File: config.mk
export PLATFORM = sky130hd
export DESIGN_NAME = cpu_run_ctrl
export DESIGN_NICKNAME = d
export VERILOG_FILES = /design/src/rtl/cpu_run_ctrl.sv
export SDC_FILE = /design/constraint.sdc
export NUM_CORES = 1
export LEC_CHECK = 0
export BUFFER_PORTS_ARGS = -buffer_cell sky130_fd_sc_hd__buf_2
export CAP_MARGIN = 25
export CORE_UTILIZATION = 55
export DETAILED_ROUTE_END_ITERATION = 10
export GPL_TIMING_DRIVEN = 0
export PLACE_DENSITY = 0.77
export SETUP_SLACK_MARGIN = 0.1
export SYNTH_ARGS = -nofsm -noshare
export SYNTH_HDL_FRONTEND = slang
export SYNTH_SLANG_ARGS = --single-unit
File: constraint.sdc
create_clock -name clk -period 8.25 [get_ports clk]
set_clock_uncertainty 0.05 [all_clocks]
set_input_delay 0.825 -clock clk [delete_from_list [all_inputs] [get_ports clk]]
set_output_delay 0.825 -clock clk [all_outputs]
set_load 0.01 [all_outputs]
File: src/rtl/cpu_run_ctrl.sv
// cpu_run_ctrl: run controller for a pipelined core.
// It sequences the pipeline reset and gates the pipeline clock enable for
// continuous, single-step and run-N execution. It counts enabled cycles and
// stops on abort, halt, an exhausted budget or a timeout.
module cpu_run_ctrl #(
    parameter int CNT_W      = 32,
    parameter int RST_CYCLES = 2,
    parameter int TIMEOUT    = 100
) (
    input  logic             clk,
    input  logic             reset,
    input  logic [1:0]       i_mode,
    input  logic             i_start,
    input  logic             i_step,
    input  logic [CNT_W-1:0] i_run_cycles,
    input  logic             i_halt,
    input  logic             i_abort,
    input  logic             i_clear,
    output logic             o_core_rst,
    output logic             o_core_en,
    output logic [CNT_W-1:0] o_cycle_count,
    output logic             o_busy,
    output logic             o_done,
    output logic             o_timeout
);

    localparam logic [2:0] RST_SEQ   = 3'd0;
    localparam logic [2:0] IDLE      = 3'd1;
    localparam logic [2:0] RUN       = 3'd2;
    localparam logic [2:0] STEP_WAIT = 3'd3;
    localparam logic [2:0] DONE      = 3'd4;

    localparam logic [1:0] MODE_CONT = 2'b00;
    localparam logic [1:0] MODE_STEP = 2'b01;
    localparam logic [1:0] MODE_RUNN = 2'b10;

    localparam logic [7:0]       RST_LAST    = 8'(RST_CYCLES - 1);
    localparam logic [CNT_W-1:0] CNT_MAX     = '1;
    localparam logic [CNT_W-1:0] TIMEOUT_VAL = CNT_W'(TIMEOUT);
    localparam bit               TIMEOUT_EN  = (TIMEOUT != 0);

    logic [2:0]       state;
    logic [2:0]       stateNext;
    logic [7:0]       rstCnt;
    logic [CNT_W-1:0] cycleCount;
    logic [CNT_W-1:0] countNext;
    logic [CNT_W-1:0] budget;
    logic             runN;
    logic             stepPrev;
    logic             stepPulse;
    logic             stepEdge;
    logic             timeoutFlag;
    logic             coreEn;
    logic             budgetHit;
    logic             timeoutHit;
    logic             stopByTimeout;
    logic             acceptStart;

    // The enable is a pure decode of registered state so it drops the instant the state changes.
    assign coreEn = (state == RUN) || ((state == STEP_WAIT) && stepPulse);

    // Saturating next count; the budget and timeout compare against the count this cycle will produce.
    assign countNext  = (cycleCount == CNT_MAX) ? cycleCount : cycleCount + 1'b1;
    assign budgetHit  = runN && (countNext == budget);
    assign timeoutHit = TIMEOUT_EN && (countNext == TIMEOUT_VAL);
    assign stepEdge   = i_step && !stepPrev;

    // A start is only taken for the three defined modes and loses to a simultaneous abort.
    assign acceptStart = (state == IDLE) && i_start && !i_abort && (i_mode != 2'b11);

    // Next-state selection; stop causes are ordered abort, halt, budget, timeout.
    always_comb begin
        stateNext     = state;
        stopByTimeout = 1'b0;
        case (state)
            RST_SEQ: begin
                if (rstCnt == RST_LAST) begin
                    stateNext = IDLE;
                end
            end
            IDLE: begin
                if (i_abort) begin
                    stateNext = DONE;
                end else if (i_start) begin
                    case (i_mode)
                        MODE_CONT: stateNext = RUN;
                        MODE_STEP: stateNext = STEP_WAIT;
                        MODE_RUNN: stateNext = (i_run_cycles == '0) ? DONE : RUN;
                        default:   stateNext = IDLE;
                    endcase
                end
            end
            RUN: begin
                if (i_abort || i_halt || budgetHit) begin
                    stateNext = DONE;
                end else if (timeoutHit) begin
                    stateNext     = DONE;
                    stopByTimeout = 1'b1;
                end
            end
            STEP_WAIT: begin
                if (i_abort || (stepPulse && i_halt)) begin
                    stateNext = DONE;
                end
            end
            DONE: begin
                if (i_clear) begin
                    stateNext = RST_SEQ;
                end
            end
            default: stateNext = RST_SEQ;
        endcase
    end

    // State register plus the reset-sequence length counter, which restarts on every entry.
    always_ff @(posedge clk or negedge reset) begin
        if (!reset) begin
            state  <= RST_SEQ;
            rstCnt <= 8'd0;
        end else begin
            state <= stateNext;
            if ((state == RST_SEQ) && (stateNext == RST_SEQ)) begin
                rstCnt <= rstCnt + 8'd1;
            end else begin
                rstCnt <= 8'd0;
            end
        end
    end

    // Cycle counter, run budget, step edge detector/pulse and sticky timeout flag.
    always_ff @(posedge clk or negedge reset) begin
        if (!reset) begin
            cycleCount  <= '0;
            budget      <= '0;
            runN        <= 1'b0;
            stepPrev    <= 1'b0;
            stepPulse   <= 1'b0;
            timeoutFlag <= 1'b0;
        end else if ((state == DONE) && i_clear) begin
            cycleCount  <= '0;
            budget      <= '0;
            runN        <= 1'b0;
            stepPrev    <= 1'b0;
            stepPulse   <= 1'b0;
            timeoutFlag <= 1'b0;
        end else begin
            if (coreEn) begin
                cycleCount <= countNext;
            end
            stepPrev <= i_step;
            // An edge seen while a pulse is already running is discarded.
            stepPulse <= (state == STEP_WAIT) && (stateNext == STEP_WAIT) &&
                         stepEdge && !stepPulse;
            if (acceptStart) begin
                budget <= i_run_cycles;
                runN   <= (i_mode == MODE_RUNN);
            end
            if ((state != DONE) && (stateNext == DONE)) begin
                timeoutFlag <= stopByTimeout;
            end
        end
    end

    assign o_core_rst    = (state == RST_SEQ);
    assign o_core_en     = coreEn;
    assign o_cycle_count = cycleCount;
    assign o_busy        = (state == RUN) || (state == STEP_WAIT);
    assign o_done        = (state == DONE);
    assign o_timeout     = timeoutFlag;

endmodule

Word-level counts from Yosys, hierarchy flattened

Index checks and enable logic that the tools add are counted.

Flip-flop bits (word level): 79
Bits of input ports: 41
Output and inout port bits: 37
Word-level logic and storage cells: 77

Add/subtract/negate cells: 2
Equality and inequality tests: 14
Mux-type cells: 25
Reductions and logical operators: 28

Operators with widths:

| kind                                                                   | count |
|---|---|
| 32-bit 2-to-1 mux                                                      | 5 |
| 32-bit by 1-bit adder with 32-bit output, second input constant        | 1 |
| 32-bit equality test                                                   | 1 |
| 32-bit equality test, second input constant                            | 1 |
| 32-bit by 7-bit equality test with 1-bit output, second input constant | 1 |
| 32-bit logical NOT                                                     | 1 |
| 3-bit 2-to-1 mux                                                       | 8 |
| 3-bit case mux with 5 select lines                                     | 1 |
| 1-bit logical AND                                                      | 13 |
| 3-bit by 2-bit equality test with 1-bit output, second input constant  | 3 |
| 1-bit 2-to-1 mux                                                       | 9 |
| 3-bit case mux with 3 select lines                                     | 1 |
| 8-bit by 1-bit adder with 8-bit output, second input constant          | 1 |
| 8-bit by 1-bit equality test with 1-bit output, second input constant  | 1 |
| 8-bit 2-to-1 mux                                                       | 1 |
| 3-bit equality test, second input constant                             | 2 |
| 3-bit logical NOT                                                      | 2 |
| 2-bit nonzero test                                                     | 3 |
| 1-bit logical OR                                                       | 5 |
| 3-bit by 1-bit equality test with 1-bit output, second input constant  | 1 |
| 1-bit logical NOT                                                      | 3 |
| 3-bit inequality test, second input constant                           | 1 |
| 2-bit by 1-bit equality test with 1-bit output, second input constant  | 1 |
| 2-bit equality test, second input constant                             | 1 |
| other kinds (2)                                                        | 2 |

Logic depth before layout (Yosys ltp)

Gate-level depths: netlist of run 1.

Word-level depth: 12
Gate-level depth with buffers: 12
Gate-level depth less buffers: 10

Least setup slack after synthesis of run 1

No wires, ideal clock.

Path kind: reg-to-reg
Start: reg cycleCount[1] (netlist: o_cycle_count[1])
End: reg state[1]
Setup time: 0.118 ns
Data arrival time: 3.178 ns
Required time: 8.082 ns
Setup slack: 4.904 ns
Stages on the path, launching flop included: 11
Buffers on the path: 0
Clock period less this slack: 3.346 ns
Cell sequence: dfrtp_1 ha_1 nand4_1 nor4_4 a211oi_4 a21o_1 a2111o_1 or4b_4 nor3_2 nor4_1 a21o_1

Cells in the longest elaborated chain, start to end: 7
Elaborated cells between the ends (all ways): 10
Those cells by class: add/sub: 1; eq/ne: 3; mux: 4; reduce/logical: 2

RTL lines:

| element                                                                          | line | text |
|---|---|---|
| start, declared                                                                  | 45   | `logic [CNT_W-1:0] cycleCount;` |
| start signal, assigned                                                           | 148  | `cycleCount <= countNext;` |
| 32-bit by 1-bit adder with 32-bit output or 32-bit equality test (tied branches) | 63   | `assign countNext = (cycleCount == CNT_MAX) ? cycleCount : cycleCount + 1'b1;` |
| 32-bit 2-to-1 mux *                                                              | 63   |  |
| 32-bit equality test                                                             | 64   | `assign budgetHit = runN && (countNext == budget);` |
| 1-bit logical AND                                                                | 64   |  |
| 1-bit logical OR                                                                 | 94   | `if (i_abort \|\| i_halt \|\| budgetHit) begin` |
| 3-bit 2-to-1 mux *                                                               | 94   |  |
| 3-bit case mux with 5 select lines *                                             | 75   | `case (state)` |
| named net stateNext[1]                                                           | 43   | `logic [2:0] stateNext;` |
| end signal, assigned                                                             | 121  | `state <= stateNext;` |
| end, declared                                                                    | 42   | `logic [2:0] state;` |

The timed path passes the listed nets; every way through them passes the cells marked *.
A chain may end at the register's enable or synchronous reset.

Worst setup path after layout of run 1

Start: reg cycleCount[1] (netlist: o_cycle_count[1])
End: reg timeoutFlag (netlist: o_timeout)

Cells in the longest elaborated chain, start to end: 10
Elaborated cells between the ends (all ways): 18
Those cells by class: add/sub: 1; eq/ne: 4; mux: 9; reduce/logical: 4

RTL lines:

| element                                                                          | line | text |
|---|---|---|
| 32-bit by 1-bit adder with 32-bit output or 32-bit equality test (tied branches) | 63   |  |
| 32-bit 2-to-1 mux *                                                              | 63   |  |
| 32-bit equality test                                                             | 64   |  |
| 1-bit logical AND                                                                | 64   |  |
| 1-bit logical OR                                                                 | 94   |  |
| 3-bit 2-to-1 mux                                                                 | 94   |  |
| 3-bit case mux with 5 select lines                                               | 75   |  |
| 3-bit equality test                                                              | 158  | `if ((state != DONE) && (stateNext == DONE)) begin` |
| 1-bit logical AND                                                                | 158  |  |
| 2-bit nonzero test (no source line)                                              | n/a  |  |
| end signal, assigned                                                             | 159  | `timeoutFlag <= stopByTimeout;` |
| end, declared                                                                    | 52   | `logic timeoutFlag;` |

Every way passes the cells marked *; elsewhere a longest branch is shown, timed or not. The select of a mux whose other input is x is not followed.

==> flow_summary_export.csv, run 1 <==
group,metric,value,unit
outcome,status,"complete, but fails checks",
outcome,violations,"design-rule violations",
grt,antenna_found_initial,0,
synthesis,syn_nets,701,
worst_setup_path,startpoint,"o_cycle_count[1]",
detailed_routing,ant_nets,0,
worst_setup_path,rr_startpoint,"o_cycle_count[1]",
worst_setup_path,critPathRequiredTime,8.46,ns
synthesis,synthXorXnorAreaFrac,0.0827,
run,drv_cap,0,
timing,holdWs,0.309,ns
power,vdd_drop_max,0.152,mV
synthesis,synthCells,657,
finish,final_nets,790,
place,portBuffers,77,
worst_setup_path,rrSetupSlack,3.64,ns
cts,clock-sinks,79,
cts,cts_max_level,3,
synthesis,ys_ff_latch,79,
cts,cts_buffers,9,
grt,grt_max_degree,54,
die,io_pins,78,
synthesis,synthFlopType,"dfrtp_1",
detailed_routing,vias,5967,
place,preCtsSetupSlack,3.89,ns
worst_setup_path,crit_path_end_kind,"register",
grt,grt_pass1_wl,29800,microns
synthesis,synthAdderAreaFrac,0.00682,
cts,post_cts_resized,0,
place,placed_cells,868,
detailed_routing,routed_wl,19800,microns
die,dieArea,0.0104,sq mm
worst_setup_path,path_buf_inv,0,
worst_setup_path,path_cells,"ha_1 > nand4_1 > or4_1 > nor2_1 > mux2i_1 > a2111oi_0 > nand3_1 > nor3_1 > nand4_1 > o21ba_1",
worst_setup_path,max_stage_delay,0.81,ns
power,clkPwrFrac,0.177,
grt,grt_overflow,0,
power,pwr-share-comb,0.445,
timing,hold_viol,0,
synthesis,synth_mux_area_frac,0.00750,
die,die_w,102,microns
cts,hold_buffers,0,
finish,nFillCells,870,
worst_setup_path,critPathKind,"reg2reg",
cts,root_buffer,"clkbuf_8",
cts,cts_setup_buffers,0,
cts,clkTransAtPathRegs,0.10,ns
timing,tightest_slew,1.02,ns
finish,antenna_cells,0,
timing,worst_slack,3.64,ns
cts,cts_tree,"yes",
die,start_util,0.566,
timing,fmax,217,MHz
detailed_routing,firstDrtPassIters,10,
detailed_routing,via_per_inst,6.75,
timing,setup_tns,0,ns
synthesis,synth-simple-area-share,0.275,
timing,relSlewSlack,0.312,
place,routabilityCongestion,0.969,
synthesis,synth_area,0.00551,sq mm
detailed_routing,drc,1,
power,sw_frac_of_total,0.446,
die,die_y,102,microns
place,hpwl,15200,microns
synthesis,synth_async_sr_flop_share,1.00,
die,rows,36,
power,p_int,0.000967,W
timing,drv_slew,0,
worst_setup_path,arrival,4.81,ns
worst_setup_path,cpMostUsedCell,"nand4_1",
timing,setup_violations,0,
timing,rsz0062_at_grt,"no",
synthesis,synth_compound_area_frac,0.226,
synthesis,synth_edf_count,0,
finish,area_growth,14.3,%
worst_setup_path,crit_path_start_kind,"register",
power,powerDensity,277,mW/mm^2
synthesis,ys_types,65,
power,seqPwrFrac,0.378,
detailed_routing,drt_iter0_markers,621,
detailed_routing,avgRoutedWirePerCell,22.4,microns
die,fp.coreArea,0.00973,sq mm
worst_setup_path,path_max_fanout,9,
cts,clock_latency,0.38,ns
synthesis,synth_top_family_by_area,"simple AND/OR/NAND/NOR gates",
finish,drive_above_1_share,0.154,
finish,final_cells,884,
worst_setup_path,path_delay_family,"simple AND/OR/NAND/NOR gates",
timing,fin_crit_sh,0.559,
synthesis,ys_seq_area_frac,0.359,
worst_setup_path,cpMaxStageDelayCell,"nor2_1",
timing,post-route-min-period,4.61,ns
power,power_switching,0.000778,W
grt,grt_usage,0.391,
synthesis,yosys_warnings,0,
power,power_leakage,2.73,nW
cts,cts.path.max_buffers,2,
grt,grt_pass1_vias,5435,
synthesis,synth.avg_cell_area,8.38,sq um
hold_path,hp-class,"in2async",
==> final timing paths <==
kind                                          to  depth (start not counted)
worst max-delay path                   o_timeout                         10
worst min register to register         rstCnt[0]                          1
max in group asynchronous              budget[7]                          2
min in group clk                       rstCnt[0]                          1
worst min-delay path            o_cycle_count[4]                          1
worst max register to register         o_timeout                         10
==> worst register-to-register path, stage by stage (launching register included) <==
cell       delay, ns
dfrtp_1         0.54
ha_1            0.24
nand4_1         0.32
or4_1           0.73
nor2_1          0.81
mux2i_1         0.17
a2111oi_0       0.80
nand3_1         0.16
nor3_1          0.18
nand4_1         0.23
o21ba_1         0.27
==> layout by cell type, fill, tap and decap left out, types with 6 or more instances in the layout <==
| cell type | instances |
|---|---|
| xnor2_1 | 31 |
| clkbuf_1 | 44 |
| o31ai_1 | 13 |
| nor2_1 | 50 |
| buf_2 | 82 |
| o2111ai_1 | 6 |
| nor3_1 | 22 |
| nand4_1 | 16 |
| dfrtp_1 | 79 |
| nand2_1 | 63 |
| o21ai_0 | 46 |
| xor2_1 | 21 |
| and3_1 | 18 |
| a31oi_1 | 14 |
| or3_1 | 8 |
| inv_1 | 8 |
| nor4_1 | 17 |
| a21oi_1 | 23 |
| a22o_1 | 33 |
| clkbuf_8 | 9 |
| nor4b_1 | 6 |
| nand3_1 | 39 |
| o22ai_1 | 6 |
==> kinds of logic (layout without fill, tap and decap cells) <==
group,after synthesis,in the layout
flops,79,79
fa+ha+maj,3,3
simple gates,281,281
compound gates,179,179
xor+xnor,52,52
buf+inv,59,153
mux,4,4
==> state kept, by name, indices dropped and copies added, names as in the netlist <==
register / flops
o_timeout: 1
stepPrev: 1
runN: 1
stepPulse: 1
o_cycle_count: 32
state: 3
rstCnt: 8
budget: 32
==> layer usage <==
metal | share of wire | wire length, microns | track usage | vias up
li1 | - | - | - | 2657
met1 | 0.41 | 8170 | 0.537 | 2820
met3 | 0.11 | 2120 | 0.0944 | 75
met2 | 0.43 | 8570 | 0.563 | 415
met4 | 0.049 | 975 | 0.219 | 0
met5 | 0 | 0 | 0 | -
==> synth_stat cells (6+ instances only) <==
| master | n | share of area |
|---|---|---|
| dfrtp_1 | 79 | 0.36 |
| nand2_1 | 63 | 0.043 |
| nor2_1 | 50 | 0.034 |
| o21ai_0 | 46 | 0.042 |
| clkbuf_1 | 44 | 0.030 |
| nand3_1 | 39 | 0.035 |
| a22o_1 | 33 | 0.052 |
| xnor2_1 | 31 | 0.049 |
| a21oi_1 | 23 | 0.021 |
| nor3_1 | 22 | 0.020 |
| xor2_1 | 21 | 0.033 |
| and3_1 | 18 | 0.020 |
| nor4_1 | 17 | 0.019 |
| nand4_1 | 16 | 0.018 |
| a31oi_1 | 14 | 0.016 |
| o31ai_1 | 13 | 0.018 |
| inv_1 | 8 | 0.0055 |
| or3_1 | 8 | 0.0091 |
| buf_2 | 6 | 0.0055 |
| nor4b_1 | 6 | 0.0095 |
| o2111ai_1 | 6 | 0.0095 |
| o22ai_1 | 6 | 0.0068 |
==> metrics by stage <==
step / area (sq um) / util / power [W]
4_1_cts: 6290 / 0.647 / 0.00173
3_3_place_gp: 6060 / 0.623 / 0.00140
6_report: 6290 / 0.647 / 0.00175
5_1_grt: 6290 / 0.647 / 0.00184
2_1_floorplan: 5510 / - / 0.00114
3_5_place_dp: 6090 / 0.626 / 0.00142
==> layout make-up <==
cell class / count / area [sq um] / area share
tap: 133 / 166 / 0.0264
clock buffer: 9 / 124 / 0.0197
inverter: 8 / 30.0 / 0.00477
timing repair buffer: 78 / 415 / 0.0660
buffer: 51 / 206 / 0.0328
sequential: 79 / 1980 / 0.314
multi-input combinational: 519 / 3290 / 0.523
clock inverter: 7 / 80.1 / 0.0127
==> power by group through the flow <==
| stage | clock network [W] | logic [W] | registers, W |
|---|---|---|---|
| 4_1_cts | 0.000312 | 0.000761 | 0.000654 |
| 5_1_grt | 0.000328 | 0.000843 | 0.000673 |
| 2_1_floorplan | 0 | 0.000505 | 0.000630 |
| 6_report | 0.000310 | 0.000776 | 0.000660 |
| 3_3_place_gp | 0 | 0.000741 | 0.000655 |
| 3_5_place_dp | 0 | 0.000757 | 0.000661 |
Note: power is estimated with default switching activity, not from simulation.
==> run 2: changes to the inputs <==
--- a/config.mk
+++ b/config.mk
@@ -5,6 +5,7 @@
 export SDC_FILE = /design/constraint.sdc
 export NUM_CORES = 1
 export LEC_CHECK = 0
+export ABC_AREA = 1
 export BUFFER_PORTS_ARGS = -buffer_cell sky130_fd_sc_hd__buf_2
 export CAP_MARGIN = 25
 export CORE_UTILIZATION = 55
==> constraint.sdc (replaced) <==
create_clock -name clk -period 4.6 [get_ports clk]
set_clock_uncertainty 0.05 [all_clocks]
set_input_delay 0.46 -clock clk [delete_from_list [all_inputs] [get_ports clk]]
set_output_delay 0.46 -clock clk [all_outputs]
set_load 0.01 [all_outputs]
==> run 2 against run 1 <==
Net effect: the flow now finishes without violations; via count down 8.3%; die area down 5.7%; maximum frequency increased by 38%; largest cell class unchanged; critical path type unchanged.
==> flow_summary_export.csv, run 2 <==
group,metric,value,unit
finish,drive_above_1_share,0.156,
cts,hold_buffers,1,
timing,hold_viol,0,
worst_setup_path,cpMostUsedCell,"nand2_1",
synthesis,synth_common_cells,"nand2_1, inv_1, nor2_1, dfrtp_1, nand3_1",
power,p_int,0.00187,W
worst_setup_path,critPathKind,"reg2reg",
worst_setup_path,arrival,3.58,ns
place,post_dp_cell_area,0.00574,sq mm
timing,tightest_slew,0.712,ns
detailed_routing,avgRoutedWirePerCell,17.4,microns
place,preCtsSetupSlack,1.29,ns
worst_setup_path,crit_path_start_kind,"register",
timing,fmax,299,MHz
synthesis,ys_ff_latch,79,
power,clkPwrFrac,0.159,
cts,cts_max_level,3,
worst_setup_path,worst-r2r-cell-count,17,
synthesis,synth_top_cell_area_share,0.381,
die,io_pins,78,
worst_setup_path,path_buf_inv,1,
die,fp.coreArea,0.00920,sq mm
finish,fin_util,0.649,
synthesis,synth_most_common_cell,"nand2_1",
synthesis,synthTopCellsByArea,"dfrtp_1, nand2_1, inv_1",
die,start_util,0.564,
timing,relSlewSlack,0.521,
worst_setup_path,rr_startpoint,"o_cycle_count[0]",
detailed_routing,firstDrtPassIters,6,
power,powerDensity,602,mW/mm^2
cts,cts_tree,"yes",
power,pwr-share-comb,0.499,
timing,fin_crit_sh,0.726,
detailed_routing,ant_nets,0,
timing,setup_violations,0,
synthesis,yosysTopAreaCell,"dfrtp_1",
grt,antenna_found_initial,0,
cts,clkTransAtPathRegs,0.10,ns
finish,final_common_cell,"nand2_1",
synthesis,synthCells,757,
hold_path,hp-class,"in2reg",
finish,antenna_cells,0,
cts,cts_buffers,9,
finish,fin_area,0.00597,sq mm
finish,final_nets,891,
synthesis,ys_types,34,
worst_setup_path,rrSetupSlack,1.26,ns
synthesis,synth_edf_count,0,
die,die_w,99.1,microns
place,routabilityCongestion,0.929,
synthesis,ys_seq_area_frac,0.381,
hold_path,holdPathStages,3,
synthesis,synthFlopType,"dfrtp_1",
hold_path,holdPathEnd,"stepPrev",
hold_path,hp-start,"i_step",
power,power_leakage,2.96,nW
synthesis,synth_area,0.00519,sq mm
synthesis,synth_async_sr_flop_share,1.00,
worst_setup_path,cpMaxStageDelayCell,"dfrtp_1",
worst_setup_path,max_stage_delay,0.54,ns
timing,worst_slack,1.26,ns
cts,clock-sinks,79,
grt,grt_overflow,0,
cts,cts.path.max_buffers,2,
timing,drv_slew,0,
worst_setup_path,crit_path_end_kind,"register",
cts,clock_latency,0.36,ns
die,dieArea,0.00983,sq mm
power,power_switching,0.00172,W
detailed_routing,vias,5469,
grt,grt_pass1_wl,26500,microns
worst_setup_path,r2r_end,"rstCnt[0]",
cts,post_cts_resized,0,
synthesis,synth.avg_cell_area,6.86,sq um
place,hpwl,13300,microns
outcome,status,"finished, final reports clean",
power,sw_frac_of_total,0.479,
detailed_routing,routed_wl,16700,microns
power,seqPwrFrac,0.341,
synthesis,yosys_warnings,0,
detailed_routing,via_per_inst,5.68,
worst_setup_path,critPathRequiredTime,4.83,ns
timing,rsz0062_at_grt,"no",
grt,grt_usage,0.355,
cts,root_buffer,"clkbuf_8",
worst_setup_path,path_cells,"ha_1 > nand3_1 > nor2_2 > inv_1 > nor2_1 > nand3_1 > nand3_1 > nand2_1 > nand2_1 > nand2_1 > nor2_1 > nand2_1 > nor2_1 > nand2_1 > nand4_2 > nand4_4 > nor2_2",
finish,area_growth,15.0,%
power,vdd_drop_max,0.393,mV
place,portBuffers,77,
grt,grt_pass1_vias,5203,
detailed_routing,drt_iter0_markers,515,
die,rows,35,
grt,grt_max_degree,57,
power,power,0.00359,W
run,drv_cap,0,
die,die_y,99.1,microns
timing,post-route-min-period,3.34,ns
synthesis,syn_nets,801,
finish,mostFrequentLayoutCells,"nand2_1, inv_1, nor2_1",
timing,setup_tns,0,ns
worst_setup_path,path_delay_family,"simple AND/OR/NAND/NOR gates",
cts,cts_setup_buffers,0,
worst_setup_path,path_max_fanout,8,
detailed_routing,drc,0,
==> run 2: changes by cell type after synthesis, sizes merged, moves of 19 or more <==
cell | before | now
a22o | 33 | 0
clkbuf | 44 | 14
inv | 8 | 135
nor2 | 50 | 105
o22ai | 6 | 47
nand3 | 41 | 70
nand2 | 63 | 193
xnor2 | 31 | 2
nand4 | 17 | 36
==> run 2: worst max path at each step <==
| stage | startpoint | to | cells after the start |
|---|---|---|---|
| final | o_cycle_count[0] | rstCnt[0] | 17 |
| after global routing | o_cycle_count[0] | rstCnt[0] | 15 |
| after CTS | o_cycle_count[0] | rstCnt[0] | 17 |
| after detailed placement | o_cycle_count[0] | rstCnt[4] | 17 |
| after global placement | o_cycle_count[0] | rstCnt[7] | 17 |
| after floorplan | o_cycle_count[0] | rstCnt[0] | 17 |
==> run 2: kinds of logic (layout without fill, tap and decap cells) <==
family / Yosys count / after routing / synth area share
AO/OA/AOI/OAI: 84 / 84 / 0.0969
XOR/XNOR: 18 / 18 / 0.0304
buffers and inverters: 155 / 250 / 0.116
flip-flops: 79 / 79 / 0.381
adder cells (fa/ha/maj): 3 / 3 / 0.00723
AND/OR/NAND/NOR: 418 / 418 / 0.369
==> run 2: layout make-up <==
cell class	instances	area, sq um
buffer	19	90.1
clock buffer	10	138
clock inverter	6	75.1
fill	859	3230
inverter	136	510
multi-input combinational	523	2610
sequential	79	1980
tap	111	139
timing repair buffer	79	425
==> run 2: layer usage <==
layer / GRT usage / routed length (microns) / part of all wire / vias up
met4: 0.146 / 642 / 0.038 / 0
met5: 0 / 0 / 0 / -
met1: 0.470 / 7150 / 0.43 / 2521
met3: 0.0464 / 1120 / 0.067 / 44
met2: 0.594 / 7820 / 0.47 / 258
li1: - / - / - / 2646
==> run 2: through the flow <==
| stage | hold WS [ns] | std cells |
|---|---|---|
| 5_1_grt | 0.252 | 963 |
| 3_5_place_dp | 0.344 | 946 |
| 3_3_place_gp | 0.338 | 945 |
| 2_1_floorplan | 0.114 | 757 |
| 6_report | 0.247 | 963 |
| 4_1_cts | 0.246 | 963 |
==> run 2: worst min-delay path: stages <==
cell,delay [ns]
buf_2,0.09
nand2_1,0.05
inv_1,0.04
==> run 2: power by group through the flow <==
stage	Clock, W	Sequential, W	Combinational, W
after floorplan	0	0.00122	0.00115
after global placement	0	0.00122	0.00173
after global routing	0.000593	0.00127	0.00199
final	0.000573	0.00123	0.00179
after CTS	0.000569	0.00122	0.00177
after detailed placement	0	0.00123	0.00176
==> run 3: changes to the inputs <==
--- a/config.mk
+++ b/config.mk
@@ -8,7 +8,7 @@
 export ABC_AREA = 1
 export BUFFER_PORTS_ARGS = -buffer_cell sky130_fd_sc_hd__buf_2
 export CAP_MARGIN = 25
-export CORE_UTILIZATION = 55
+export CORE_UTILIZATION = 52
 export DETAILED_ROUTE_END_ITERATION = 10
 export GPL_TIMING_DRIVEN = 0
 export PLACE_DENSITY = 0.77
==> constraint.sdc (replaced) <==
create_clock -name clk -period 2.7 [get_ports clk]
set_clock_uncertainty 0.05 [all_clocks]
set_input_delay 0.27 -clock clk [delete_from_list [all_inputs] [get_ports clk]]
set_output_delay 0.27 -clock clk [all_outputs]
set_load 0.01 [all_outputs]
==> run 3 against run 2 <==
Net effect: the run now ends with design-rule violations, negative setup slack left; design area increased by 9.6%; count of clock-buffer cells in the layout shrank 1; setup slack got worse by 1.3 ns; sequential cell count is the same; global-route usage is 1.3 points lower; largest cell class unchanged.
==> flow_summary_export.csv, run 3 (same netlist as run 2, synthesis figures left out) <==
group,metric,value,unit
timing,fin_crit_sh,1.01,
worst_setup_path,worst-r2r-cell-count,16,
worst_setup_path,crit_path_start_kind,"register",
die,fp.coreArea,0.00973,sq mm
worst_setup_path,crit_path_end_kind,"register",
worst_setup_path,path_max_fanout,10,
power,vdd_drop_max,0.800,mV
power,power,0.00634,W
worst_setup_path,max_stage_delay,0.41,ns
place,routabilityCongestion,0.998,
worst_setup_path,r2r_end,"rstCnt[5]",
cts,clkTransAtPathRegs,0.09,ns
die,io_pins,78,
finish,area_growth,26.1,%
timing,worst_slack,-0.0357,ns
detailed_routing,avgRoutedWirePerCell,16.8,microns
hold_path,holdPathStages,3,
worst_setup_path,arrival,2.99,ns
outcome,violations,"design-rule violations, negative setup slack",
die,die_w,102,microns
timing,hold_viol,0,
die,start_util,0.533,
die,dieArea,0.0104,sq mm
grt,antenna_found_initial,0,
cts,clock_latency,0.36,ns
timing,fmax,366,MHz
hold_path,hp-start,"i_step",
timing,setup_violations,8,
grt,grt_pass1_wl,26400,microns
cts,cts_buffers,9,
finish,final_common_cell,"nand2_1",
detailed_routing,drc,1,
grt,grt_overflow,0,
grt,grt_max_degree,54,
worst_setup_path,cpMaxStageDelayCell,"dfrtp_2",
die,die_y,102,microns
worst_setup_path,critPathKind,"reg2reg",
detailed_routing,drt_iter0_markers,431,
timing,rsz0062_at_grt,"yes",
worst_setup_path,rr_startpoint,"o_cycle_count[0]",
power,power_leakage,3.18,nW
detailed_routing,firstDrtPassIters,8,
detailed_routing,via_per_inst,5.56,
worst_setup_path,rrSetupSlack,-0.04,ns
hold_path,hp-class,"in2reg",
cts,cts_max_level,3,
finish,antenna_cells,0,
finish,drive_above_1_share,0.260,
detailed_routing,vias,5642,
place,preCtsSetupSlack,-0.537,ns
grt,grt_pass1_vias,5295,
detailed_routing,routed_wl,17100,microns
grt,grt_usage,0.343,
timing,drv_slew,0,
timing,tightest_slew,0.604,ns
cts,clock-sinks,79,
die,rows,36,
run,drv_cap,0,
power,powerDensity,969,mW/mm^2
worst_setup_path,path_cells,"ha_4 > nand2_2 > nor2_4 > nand2_4 > nor2_8 > nand2_8 > buf_12 > nand2_2 > nand2_1 > a21oi_2 > nand4_1 > nor3_2 > nand2_2 > nand4_4 > nand4_4 > nor2_2",
cts,root_buffer,"clkbuf_8",
finish,mostFrequentLayoutCells,"nand2_1, inv_1, buf_2",
cts,cts_tree,"yes",
timing,relSlewSlack,0.597,
finish,fin_area,0.00654,sq mm
worst_setup_path,critPathRequiredTime,2.95,ns
place,hpwl,12900,microns
finish,final_nets,921,
timing,post-route-min-period,2.74,ns
place,post_dp_cell_area,0.00577,sq mm
worst_setup_path,cpMostUsedCell,"nand2_2",
outcome,status,"complete, but fails checks",
detailed_routing,ant_nets,0,
hold_path,holdPathEnd,"stepPrev",
place,portBuffers,77,
cts,cts.path.max_buffers,2,
[run 3: through the flow]
step | hold slack [ns] | utilization | std cells | setup TNS [ns]
6_report | 0.0650 | 0.672 | 1015 | -0.149
5_1_grt | 0.0635 | 0.672 | 1015 | -0.868
4_1_cts | 0.0518 | 0.653 | 1007 | 0
3_5_place_dp | 0.172 | 0.593 | 968 | -6.64
3_3_place_gp | 0.343 | 0.590 | 967 | -5.93
2_1_floorplan | -0.0756 | - | 757 | 0
[run 3: worst max path at each step]
| stage | from | to | slack, ns | depth (start not counted) |
|---|---|---|---|---|
| finish | o_cycle_count[0] | rstCnt[5] | -0.04 | 16 |
| global route | o_cycle_count[2] | o_timeout | -0.13 | 20 |
| CTS | o_cycle_count[1] | rstCnt[5] | 0.07 | 16 |
| detailed placement | o_cycle_count[0] | rstCnt[5] | -0.54 | 17 |
| global placement | o_cycle_count[0] | rstCnt[7] | -0.47 | 17 |
| floorplan | o_cycle_count[0] | rstCnt[0] | 0.18 | 17 |
[run 3: cell type report]
class                      instances  area [sq um]
inverter                         136           513
tap                              133           166
multi-input combinational        523          2900
timing repair buffer             109           671
clock inverter                     7          56.3
fill                             872          3190
buffer                            19           124
sequential                        79          1990
clock buffer                       9           124
[run 3: what timing repair did]
item	CTS	global route
pin swaps	13	15
buffers inserted	21	8
endpoints found under the hold margin	26	0
cloned	1	0
setup endpoints to repair	22	23
hold buffers	1	0
gates resized for setup	58	43
[run 3: power breakdown]
group / switching, W / total, W / internal [W]
logic: 0.00216 / 0.00344 / 0.00128
registers: 0.000408 / 0.00207 / 0.00166
clock network: 0.000491 / 0.000834 / 0.000343
total: 0.00306 / 0.00634 / 0.00328
[run 3: worst max-delay path, delay by kind of cell, from the launching register on]
kind / cells / cell delay, ns
buffers and inverters: 1 / 0.18
AOI/OAI and AO/OA: 1 / 0.14
DFF: 1 / 0.41
and+or+nand+nor: 13 / 1.70
adders and majority gates: 1 / 0.18
[run 3: routing by layer]
| metal | vias to the layer above | part of all wire | track usage |
|---|---|---|---|
| met4 | 0 | 0.044 | 0.184 |
| met5 | - | 0 | 0 |
| met1 | 2598 | 0.41 | 0.437 |
| li1 | 2701 | - | - |
| met2 | 289 | 0.46 | 0.552 |
| met3 | 54 | 0.083 | 0.0670 |
